File: src/rtl/jpeg_pkg.sv
// Shared JPEG pipeline definitions: block geometry, default coefficient width,
// read-side FSM states and the zigzag scan table (scan index -> raster address).
package jpeg_pkg;

  localparam int BLK_SIZE    = 64;
  localparam int DATA_W_DFLT = 12;

  typedef enum logic [0:0] {
    RD_IDLE   = 1'b0,
    RD_STREAM = 1'b1
  } rd_state_e;

  function automatic logic [5:0] zz_addr(input logic [5:0] idx);
    logic [5:0] addr;
    case (idx)
      6'd0:  addr = 6'd0;   6'd1:  addr = 6'd1;   6'd2:  addr = 6'd8;   6'd3:  addr = 6'd16;
      6'd4:  addr = 6'd9;   6'd5:  addr = 6'd2;   6'd6:  addr = 6'd3;   6'd7:  addr = 6'd10;
      6'd8:  addr = 6'd17;  6'd9:  addr = 6'd24;  6'd10: addr = 6'd32;  6'd11: addr = 6'd25;
      6'd12: addr = 6'd18;  6'd13: addr = 6'd11;  6'd14: addr = 6'd4;   6'd15: addr = 6'd5;
      6'd16: addr = 6'd12;  6'd17: addr = 6'd19;  6'd18: addr = 6'd26;  6'd19: addr = 6'd33;
      6'd20: addr = 6'd40;  6'd21: addr = 6'd48;  6'd22: addr = 6'd41;  6'd23: addr = 6'd34;
      6'd24: addr = 6'd27;  6'd25: addr = 6'd20;  6'd26: addr = 6'd13;  6'd27: addr = 6'd6;
      6'd28: addr = 6'd7;   6'd29: addr = 6'd14;  6'd30: addr = 6'd21;  6'd31: addr = 6'd28;
      6'd32: addr = 6'd35;  6'd33: addr = 6'd42;  6'd34: addr = 6'd49;  6'd35: addr = 6'd56;
      6'd36: addr = 6'd57;  6'd37: addr = 6'd50;  6'd38: addr = 6'd43;  6'd39: addr = 6'd36;
      6'd40: addr = 6'd29;  6'd41: addr = 6'd22;  6'd42: addr = 6'd15;  6'd43: addr = 6'd23;
      6'd44: addr = 6'd30;  6'd45: addr = 6'd37;  6'd46: addr = 6'd44;  6'd47: addr = 6'd51;
      6'd48: addr = 6'd58;  6'd49: addr = 6'd59;  6'd50: addr = 6'd52;  6'd51: addr = 6'd45;
      6'd52: addr = 6'd38;  6'd53: addr = 6'd31;  6'd54: addr = 6'd39;  6'd55: addr = 6'd46;
      6'd56: addr = 6'd53;  6'd57: addr = 6'd60;  6'd58: addr = 6'd61;  6'd59: addr = 6'd54;
      6'd60: addr = 6'd47;  6'd61: addr = 6'd55;  6'd62: addr = 6'd62;  6'd63: addr = 6'd63;
      default: addr = 6'd0;
    endcase
    return addr;
  endfunction

endpackage

File: src/rtl/zz_block_buffer_if.sv
// Coefficient stream interface of the block buffer: raster-order input side,
// zigzag-order output side and the block-complete pulse.
interface zz_block_buffer_if
  import jpeg_pkg::*;
#(
  parameter int DATA_W = DATA_W_DFLT
);

  logic [DATA_W-1:0] in_data;
  logic              in_valid;
  logic              in_ready;
  logic [DATA_W-1:0] out_data;
  logic              out_valid;
  logic              out_ready;
  logic              out_last;
  logic              blk_done;

  modport master (
    output in_data, in_valid, out_ready,
    input  in_ready, out_data, out_valid, out_last, blk_done
  );

  modport slave (
    input  in_data, in_valid, out_ready,
    output in_ready, out_data, out_valid, out_last, blk_done
  );

endinterface

File: src/rtl/zz_block_buffer_ramf.sv
// RAMF: simple dual-port storage, synchronous write, read data driven
// combinationally from the (externally registered) read address. Not reset.
module RAMF #(
  parameter int RAMD_W = 12,
  parameter int RAMA_W = 7
) (
  input  logic              clk,
  input  logic              we,
  input  logic [RAMA_W-1:0] waddr,
  input  logic [RAMD_W-1:0] d,
  input  logic [RAMA_W-1:0] raddr,
  output logic [RAMD_W-1:0] q
);

  localparam int DEPTH = 1 << RAMA_W;

  logic [RAMD_W-1:0] mem_r [DEPTH];

  // Write port
  always_ff @(posedge clk) begin
    if (we) begin
      mem_r[waddr] <= d;
    end
  end

  assign q = mem_r[raddr];

endmodule

File: src/rtl/zz_block_buffer.sv
// Ping-pong 8x8 block buffer: raster-order writes fill one bank while the other
// drains in zigzag order. Macro ZZ_BUF_RASTER_EN adds raster_sel (raster-order drain).
module zz_block_buffer
  import jpeg_pkg::*;
#(
  parameter int DATA_W  = DATA_W_DFLT,
  parameter int BANK_AW = 6
) (
  input  logic             clk,
  input  logic             rst_n,
`ifdef ZZ_BUF_RASTER_EN
  input  logic             raster_sel,
`endif
  zz_block_buffer_if.slave bus
);

  localparam int                 RAM_AW   = BANK_AW + 1;
  localparam logic [BANK_AW-1:0] IDX_ZERO = {BANK_AW{1'b0}};
  localparam logic [BANK_AW-1:0] IDX_LAST = {BANK_AW{1'b1}};
  localparam logic [BANK_AW:0]   RCNT_ONE = (BANK_AW + 1)'(1);
  localparam logic [BANK_AW:0]   RCNT_END = (BANK_AW + 1)'(BLK_SIZE);

  function automatic logic [BANK_AW-1:0] rd_map(input logic raster,
                                                input logic [BANK_AW-1:0] idx);
    logic [BANK_AW-1:0] addr;
    if (raster) begin
      addr = idx;
    end else begin
      addr = zz_addr(idx);
    end
    return addr;
  endfunction

  rd_state_e          state_r, state_s;
  logic               wbank_r, wbank_s;
  logic               rbank_r, rbank_s;
  logic [BANK_AW-1:0] wcnt_r, wcnt_s;
  logic [BANK_AW-1:0] disp_idx_r, disp_idx_s;
  logic [BANK_AW:0]   rcnt_r, rcnt_s;
  logic [RAM_AW-1:0]  raddr_r, raddr_s;
  logic [1:0]         bank_full_r, bank_full_s;
  logic               out_valid_r, out_valid_s;
  logic               out_last_r, out_last_s;
  logic               blk_done_r, blk_done_s;
  logic               in_ready_r, in_ready_s;
  logic               raster_r, raster_s;
  logic               raster_in_s;
  logic               wr_fire_s, fill_done_s, advance_s, last_xfer_s, other_full_s;
  logic [DATA_W-1:0]  ram_q_s;

`ifdef ZZ_BUF_RASTER_EN
  assign raster_in_s = raster_sel;
`else
  assign raster_in_s = 1'b0;
`endif

  // Handshake qualifiers; a bank completing this cycle counts as full for a seamless switch
  always_comb begin
    wr_fire_s    = bus.in_valid && in_ready_r;
    fill_done_s  = wr_fire_s && (wcnt_r == IDX_LAST);
    advance_s    = !out_valid_r || bus.out_ready;
    last_xfer_s  = out_valid_r && bus.out_ready && (disp_idx_r == IDX_LAST);
    other_full_s = bank_full_r[~rbank_r] || (fill_done_s && (wbank_r != rbank_r));
  end

  // Next-state logic for the write counter, bank flags and read FSM
  always_comb begin
    state_s     = state_r;
    wbank_s     = wbank_r;
    rbank_s     = rbank_r;
    wcnt_s      = wcnt_r;
    disp_idx_s  = disp_idx_r;
    rcnt_s      = rcnt_r;
    raddr_s     = raddr_r;
    bank_full_s = bank_full_r;
    out_valid_s = out_valid_r;
    raster_s    = raster_r;
    blk_done_s  = 1'b0;

    if (wr_fire_s) begin
      wcnt_s = wcnt_r + 1'b1;
    end else begin
      wcnt_s = wcnt_r;
    end

    if (fill_done_s) begin
      wbank_s              = ~wbank_r;
      bank_full_s[wbank_r] = 1'b1;
      blk_done_s           = 1'b1;
    end else begin
      blk_done_s = 1'b0;
    end

    case (state_r)
      RD_IDLE: begin
        if (bank_full_r[rbank_r]) begin
          state_s     = RD_STREAM;
          raster_s    = raster_in_s;
          raddr_s     = {rbank_r, rd_map(raster_in_s, IDX_ZERO)};
          disp_idx_s  = IDX_ZERO;
          rcnt_s      = RCNT_ONE;
          out_valid_s = 1'b1;
        end else begin
          out_valid_s = 1'b0;
        end
      end
      RD_STREAM: begin
        if (advance_s) begin
          if (last_xfer_s) begin
            bank_full_s[rbank_r] = 1'b0;
            rbank_s              = ~rbank_r;
            if (other_full_s) begin
              raster_s    = raster_in_s;
              raddr_s     = {~rbank_r, rd_map(raster_in_s, IDX_ZERO)};
              disp_idx_s  = IDX_ZERO;
              rcnt_s      = RCNT_ONE;
              out_valid_s = 1'b1;
            end else begin
              state_s     = RD_IDLE;
              rcnt_s      = {(BANK_AW + 1){1'b0}};
              out_valid_s = 1'b0;
            end
          end else if (rcnt_r < RCNT_END) begin
            raddr_s     = {rbank_r, rd_map(raster_r, rcnt_r[BANK_AW-1:0])};
            disp_idx_s  = rcnt_r[BANK_AW-1:0];
            rcnt_s      = rcnt_r + RCNT_ONE;
            out_valid_s = 1'b1;
          end else begin
            rcnt_s = rcnt_r;
          end
        end else begin
          // Stall: raddr held so q and out_data remain stable
          raddr_s = raddr_r;
        end
      end
      default: begin
        state_s     = RD_IDLE;
        out_valid_s = 1'b0;
      end
    endcase

    in_ready_s = ~bank_full_s[wbank_s];
    out_last_s = out_valid_s && (disp_idx_s == IDX_LAST);
  end

  // State and output registers
  always_ff @(posedge clk or negedge rst_n) begin
    if (!rst_n) begin
      state_r     <= RD_IDLE;
      wbank_r     <= 1'b0;
      rbank_r     <= 1'b0;
      wcnt_r      <= {BANK_AW{1'b0}};
      disp_idx_r  <= {BANK_AW{1'b0}};
      rcnt_r      <= {(BANK_AW + 1){1'b0}};
      raddr_r     <= {RAM_AW{1'b0}};
      bank_full_r <= 2'b00;
      out_valid_r <= 1'b0;
      out_last_r  <= 1'b0;
      blk_done_r  <= 1'b0;
      in_ready_r  <= 1'b1;
      raster_r    <= 1'b0;
    end else begin
      state_r     <= state_s;
      wbank_r     <= wbank_s;
      rbank_r     <= rbank_s;
      wcnt_r      <= wcnt_s;
      disp_idx_r  <= disp_idx_s;
      rcnt_r      <= rcnt_s;
      raddr_r     <= raddr_s;
      bank_full_r <= bank_full_s;
      out_valid_r <= out_valid_s;
      out_last_r  <= out_last_s;
      blk_done_r  <= blk_done_s;
      in_ready_r  <= in_ready_s;
      raster_r    <= raster_s;
    end
  end

  RAMF #(
    .RAMD_W (DATA_W),
    .RAMA_W (RAM_AW)
  ) u_ramf (
    .clk   (clk),
    .we    (wr_fire_s),
    .waddr ({wbank_r, wcnt_r}),
    .d     (bus.in_data),
    .raddr (raddr_r),
    .q     (ram_q_s)
  );

  assign bus.in_ready  = in_ready_r;
  assign bus.out_data  = ram_q_s;
  assign bus.out_valid = out_valid_r;
  assign bus.out_last  = out_last_r;
  assign bus.blk_done  = blk_done_r;

endmodule
File: src/flat_wrapper.sv
// flat-port wrapper written by rule: the top's interface ports become plain ports
module zz_block_buffer_flat import jpeg_pkg::*;
#(
  parameter int DATA_W  = DATA_W_DFLT,
  parameter int BANK_AW = 6
)
  (clk, rst_n, bus_in_data, bus_in_valid, bus_out_ready, bus_in_ready, bus_out_data, bus_out_valid, bus_out_last, bus_blk_done);
  zz_block_buffer_if #(.DATA_W(DATA_W)) bus_i ();
  input  logic clk;
  input  logic rst_n;
  input wire logic [$bits(bus_i.in_data)-1:0] bus_in_data;
  input wire logic [$bits(bus_i.in_valid)-1:0] bus_in_valid;
  input wire logic [$bits(bus_i.out_ready)-1:0] bus_out_ready;
  output wire logic [$bits(bus_i.in_ready)-1:0] bus_in_ready;
  output wire logic [$bits(bus_i.out_data)-1:0] bus_out_data;
  output wire logic [$bits(bus_i.out_valid)-1:0] bus_out_valid;
  output wire logic [$bits(bus_i.out_last)-1:0] bus_out_last;
  output wire logic [$bits(bus_i.blk_done)-1:0] bus_blk_done;
  assign bus_i.in_data = bus_in_data;
  assign bus_i.in_valid = bus_in_valid;
  assign bus_i.out_ready = bus_out_ready;
  assign bus_in_ready = bus_i.in_ready;
  assign bus_out_data = bus_i.out_data;
  assign bus_out_valid = bus_i.out_valid;
  assign bus_out_last = bus_i.out_last;
  assign bus_blk_done = bus_i.blk_done;
  zz_block_buffer #(.DATA_W(DATA_W), .BANK_AW(BANK_AW)) u_core (.clk(clk), .rst_n(rst_n), .bus(bus_i));
endmodule
File: config.mk
export PLATFORM = sky130hd
export DESIGN_NAME = zz_block_buffer_flat
export DESIGN_NICKNAME = d
export VERILOG_FILES = /design/src/rtl/jpeg_pkg.sv /design/src/rtl/zz_block_buffer_if.sv /design/src/rtl/zz_block_buffer_ramf.sv /design/src/rtl/zz_block_buffer.sv /design/src/flat_wrapper.sv
export SDC_FILE = /design/constraint.sdc
export NUM_CORES = 1
export LEC_CHECK = 0
export BUFFER_PORTS_ARGS = -buffer_cell sky130_fd_sc_hd__buf_2
export CORE_AREA = 2 2 327 329
export CTS_BUF_LIST = sky130_fd_sc_hd__clkbuf_4 sky130_fd_sc_hd__clkbuf_8
export CTS_CLUSTER_SIZE = 16
export DETAILED_ROUTE_END_ITERATION = 16
export DIE_AREA = 0 0 329 331
export PLACE_DENSITY_LB_ADDON = 0.15
export SYNTH_ARGS = -nofsm -noshare
export SYNTH_HDL_FRONTEND = slang
export SYNTH_SLANG_ARGS = --single-unit
File: constraint.sdc
create_clock -name clk -period 2.8 [get_ports clk]
set_clock_uncertainty 0.1 [all_clocks]
set_input_delay 0.56 -clock clk [delete_from_list [all_inputs] [get_ports clk]]
set_output_delay 0.56 -clock clk [all_outputs]
set_load 0.02 [all_outputs]
# Word level (Yosys, flattened, before mapping)
# Memory sizes are Yosys's and may differ from the RTL's.
# Cells that the tools add are included.
# op_classes
n_addsub	2
mul	0
n_div	0
magnitude_cmp	7
eq_ne	10
shift	0
muxes	51
bitwise_logic	7
n_reduce_logical	15
# op_table
cell	n
$mux 7	9
$mux 6	6
$pmux 7 s2	2
$mux 1	24
$eq 6x6->1 const B	3
$pmux 6 s2	1
$logic_and 1x1->1	8
$lt 1x2->1 const B	4
$mux 2	4
$reduce_and 4->1	2
$add 7x1->7 const B	1
$lt 7x7->1 const B	1
$add 6x1->6 const B	1
$ne 2x2->1 const B	3
$ne 3x3->1 const B	2
$pmux 1 s2	3
$reduce_and 3->1	2
$not 1->1	4
$and 2x2->2	1
$demux 1 s1	2
$ge 1x1->1 const B	2
$logic_or 1x1->1	2
$ne 2x1->1 const B	1
$not 2->2	1
other kinds (3)	3
# totals
regBits	36
latchBits	0
ram_bits	1536
mem_bits_ro	384
input_bits	16
out_inout_bits	16
word_cells	107
memories	2
# mem_list
memory	depth	width	read_ports	rd_clocked_by_memory_dff	wr	line	rtl
u_core.u_ramf.mem_r	128	12	1	0	1	zz_block_buffer_ramf.sv:17	logic [RAMD_W-1:0] mem_r [DEPTH];
(no name shown)	64	6	1	0	0	jpeg_pkg.sv:15	case (idx)

# Depth between registers and ports, before layout
# depth
depth_word	13
depth_mapped	9
mapped_depth_nobuf	8

# Hierarchy
# A second synthesis with hierarchy kept.
# hier_totals
cells_unflattened	2604
hier_area_um2	61355.1
# modules_own_cells
module	n_inst	cells_per_inst	area_per_inst_um2	seq_area_each_um2
RAMF	1	2350	58887.7	46124.2
zz_block_buffer	1	254	2467.4	877.1

# Worst setup path before layout
# No wires, ideal clock.
# synth_timing
kind	register to register
from	register u_core.in_ready_r, in the netlist u_core.bus.in_ready
to	memory u_core.u_ramf.mem_r[72][0], enable pin
setup_ns	0.413
arrival_time_ns	2.468
required_time_ns	2.287
slack_ns	-0.180
path_stages_with_launch	5
path_buffers	1
synth_period_minus_slack_ns	2.980
path_cell_list	dfstp_2 -> and2_1 -> clkbuf_1 -> nand4_1 -> nor4_1
# synth_between
elab_chain_len	3
# synth_lines
element	line	rtl
from (decl)	zz_block_buffer.sv:45	logic in_ready_r, in_ready_s;
from (signal assigned)	zz_block_buffer.sv:174	in_ready_r <= in_ready_s;
$logic_and 1x1->1	zz_block_buffer.sv:59	wr_fire_s = bus.in_valid && in_ready_r;
$mux 1	zz_block_buffer_ramf.sv:21	if (we) begin
$mux 1 (not written as such)	zz_block_buffer_ramf.sv:22	mem_r[waddr] <= d;
to (decl)	zz_block_buffer_ramf.sv:17	
# Every way passes these cells.

# Worst setup path in the final report
# layout_timing
from	register u_core.raddr_r[0]
to	output bus_out_data[1]
# layout_between
elab_chain_len	1
# layout_lines
element	line	rtl
from (decl)	zz_block_buffer.sv:40	logic [RAM_AW-1:0] raddr_r, raddr_s;
from (signal assigned)	zz_block_buffer.sv:155	raddr_r <= {RAM_AW{1'b0}};
from (signal assigned)	zz_block_buffer.sv:169	raddr_r <= raddr_s;
$mem_v2 128x12	-	
to (decl)	flat_wrapper.sv:15	output wire logic [$bits(bus_i.out_data)-1:0] bus_out_data;
# Every way passes these cells.

==> out/qor.yml <==
outcome: "finished, violations left"
violations: "setup timing"
fin_crit_sh_pct: 150
tightest_slew_ns: 0.846
multi_input_area_mm2: 0.0142
min_path_type: "in -> reg"
die-area_mm2: 0.109
cts_tree: "built"
start_util_pct: 58.9
dr.pass1.iters: 5
htree_levels: 4
swShare_pct: 30.0
drive_gt1_share_pct: 34.9
syn_avg_cell_area_um2: 20.7
cts_buffers: 234
place.gp.congestion: 0.877
ys_seq_area_share_pct: 76.0
root_buffer: "clkbuf_8"
power_uw: 63200
cp_cell_sequence: "buf_12 -> buf_16 -> mux4_2 -> mux2i_1 -> a22oi_1 -> nand2_1 -> nand4_1 -> buf_6"
slew_viol_final: 0
ys_seq_elements: 1571
port-buffer-count: 31
clk_latency_ns: 0.92
min_period_ns: 4.20
finalHoldViolations: 0
placed_cells: 4569
grt_pass1_wl_um: 217000
io_pins: 32
dp_hpwl_um: 93300
areaGrowthSynthToFinish_pct: 15.7
async_reset_ff_share_pct: 2.23
p_switching_uw: 18900
grt_overflow: 0
cpPeakStageDelay_ns: 0.50
synth_flop_cell: "edfxtp_1"
endpoint_kind: "output pin"
finalSetupViolCount: 12
powerDensity_mw_per_mm2: 883
drc: 0
fmax_ghz: 0.238
maxSlewHeadroom_pct: 43.6
gr-usage-all-layers_pct: 28.1
critPathMaxFanout: 12
synth_cell_types: 66
layout_setup_ws_ns: -1.40
die_h_um: 331
regArea_mm2: 0.0470
drt-initial-drc-count: 3886
crit_slowest_cell: "mux4_2"
routedWlPerCell_um: 29.8
synthesis.area_mm2: 0.0619
routed_via_density: 6.34
clkPwrFrac_pct: 28.5
crit_type: "reg -> out"
synth_edf_count: 1536
rows: 119
max_cap_viol_count: 0
clk_path_buf_depth: 3
rsz0062_at_grt: "yes"
die_width_um: 329
cpLargestDelayFamily: "multiplexers"
grt_pass1_vias: 32400
combPwrFrac_pct: 29.2
ant_nets: 0
layout.cells.non_filler: 5034
core-area_mm2: 0.105
antenna_found_initial: 6
fin_hold_ws_ns: 0.0600
pwr-share-seq_pct: 42.4
crit_required_ns: 2.14
path_buf_inv: 3
grt_max_degree: 129
fin_nets: 3486
p_leak_uw: 0.0231
synth.net_count: 3019
fillers: 6580
wl_um: 150000
worstPathArrival_ns: 3.54
numClockSinks: 1571
start_kind: "flop"
clkSlewWorstSetupHoldPaths_ns: 0.06
syn_inst: 2985
ys.warnings.count: 0
p_int_uw: 44300
routed-via-count: 31900
vdd_drop_max_v: 0.00107
through the flow:
stage               setup TNS (ns)  utilization, %  cell area, µm²  worst slack [ns]
global placement             -7.07            62.9           66000            -0.755
detailed placement           -7.16            62.9           66000            -0.767
CTS                         -16.65            68.0           71300             -1.45
floorplan                        0               -           61900             0.308
finish                      -15.79            68.2           71600             -1.40
global route                -16.98            68.2           71600             -1.46
logic make-up after synthesis:
family | count (synthesis) | synth area share (%)
muxes | 472 | 15.4
xor gates and xnor gates | 6 | 0.0849
adders and majority gates | 18 | 0.364
and+or+nand+nor | 528 | 4.08
AOI/OAI and AO/OA | 198 | 2.17
DFF | 1571 | 76.0
buffers and inverters | 192 | 1.90
timing repair:
item                                   4_1_cts  5_1_grt
buffers inserted                            18        7
pin swaps                                   12       10
hold buffers                                 8        0
setup endpoints to repair                   12       12
cloned                                       4        1
resized for setup                           98       39
endpoints found under the hold margin      106        0
Yosys cell counts (3+ instances only):
cell type  instances  share of area (%)
edfxtp_1        1536                 75
mux4_2           385                 14
nor2_1           146               0.89
nand2_1          131               0.79
nand3_1          115               0.93
mux2i_1           84                1.4
nand2b_1          79               0.80
clkbuf_1          61               0.37
a211oi_1          46               0.56
o22ai_1           45               0.46
buf_2             40               0.32
buf_4             36               0.44
dfrtp_1           34                1.4
buf_6             29               0.53
o21ai_0           27               0.22
ha_1              18               0.36
nand4_1           17               0.17
a21oi_1           12              0.097
a22oi_1           11               0.13
a31oi_1           11               0.11
inv_1             10              0.061
clkbuf_4           9               0.11
nor2b_1            7              0.071
o211ai_1           7              0.085
nand3b_1           6              0.073
or2_2              5              0.051
xnor2_1            5              0.071
a21o_1             4              0.049
a22o_1             4              0.057
a32oi_1            4              0.057
o21ai_1            4              0.032
o31ai_1            4              0.049
nor3_1             3              0.024
nor4_1             3              0.030
or2_1              3              0.030
worst reg2reg max path: cells and delay by family (launching register included):
family,cells,cell delay (ns)
DFF,1,0.57
and+or+nand+nor,3,1.36
buffers and inverters,1,0.31
cells in the final DEF (no fill, tap or decap), types with 18 or more instances in the layout:
master | netlist | routed
a211oi_1 | 46 | 29
o22ai_1 | 45 | 34
nand2_1 | 131 | 126
nand2b_1 | 79 | 78
buf_12 | 1 | 51
nor2_1 | 146 | 145
o21ai_0 | 27 | 27
mux4_2 | 385 | 385
mux2i_2 | 0 | 20
clkinv_1 | 0 | 53
mux2i_1 | 84 | 59
buf_4 | 36 | 313
ha_1 | 18 | 18
edfxtp_1 | 1536 | 1536
clkinv_2 | 0 | 31
clkbuf_4 | 9 | 83
dfrtp_1 | 34 | 31
clkbuf_8 | 0 | 239
nand3_1 | 115 | 98
flip-flops by register name, indices dropped and copies added (netlist names):
register	cells
u_core.u_ramf.mem_r	1536
u_core.rcnt_r	7
u_core.bus.out_valid	1
u_core.raddr_r	7
u_core.bus.out_last	1
u_core.state_r	1
u_core.bus.in_ready	1
u_core.disp_idx_r	6
u_core.bank_full_r	2
u_core.bus.blk_done	1
u_core.wcnt_r	6
u_core.wbank_r	1
u_core.rbank_r	1
power groups by stage:
stage / clock network [µW] / logic, µW / registers (µW)
3_5_place_dp: 0 / 16900 / 27300
6_report: 18000 / 18400 / 26800
2_1_floorplan: 0 / 10700 / 27000
3_3_place_gp: 0 / 16700 / 27200
5_1_grt: 19300 / 19400 / 26800
4_1_cts: 18300 / 18100 / 26800
layout make-up:
cell class                 instances  area share, %
antenna                            2        0.00699
multi-input combinational       1222           19.8
tap                             1391           2.43
clock inverter                   103          0.895
inverter                          12         0.0629
clock buffer                     322           5.47
sequential                      1571           65.7
timing repair buffer             411           5.66
final timing paths:
check | startpoint | to | slack, ns | depth (start not counted)
setup / recovery | u_core.raddr_r[0]$_DFFE_PN0P_ | bus_out_data[1] | -1.40 | 8
hold / removal | bus_in_data[0] | u_core.u_ramf.mem_r[105][0]$_DFFE_PP_ | 0.06 | 1
setup reg to reg | u_core.wcnt_r[5]$_DFFE_PN0P_ | u_core.u_ramf.mem_r[75][7]$_DFFE_PP_ | 0.13 | 4
hold reg to reg | u_core.disp_idx_r[1]$_DFF_PN0_ | u_core.disp_idx_r[1]$_DFF_PN0_ | 0.43 | 1
max in group asynchronous | rst_n | u_core.raddr_r[1]$_DFFE_PN0P_ | 1.77 | 2
min in group asynchronous | rst_n | u_core.wcnt_r[2]$_DFFE_PN0P_ | 0.19 | 2
routing by layer:
layer  track usage (%)  vias to the layer above  share of wire [%]
met5             0.174                        -              0.028
met4              8.39                        6                2.3
met3              7.45                      211                9.6
met2              44.3                     1595                 49
met1              39.3                    16800                 39
li1                  -                    13300                  -
Note: power is estimated with default switching activity, not from simulation.
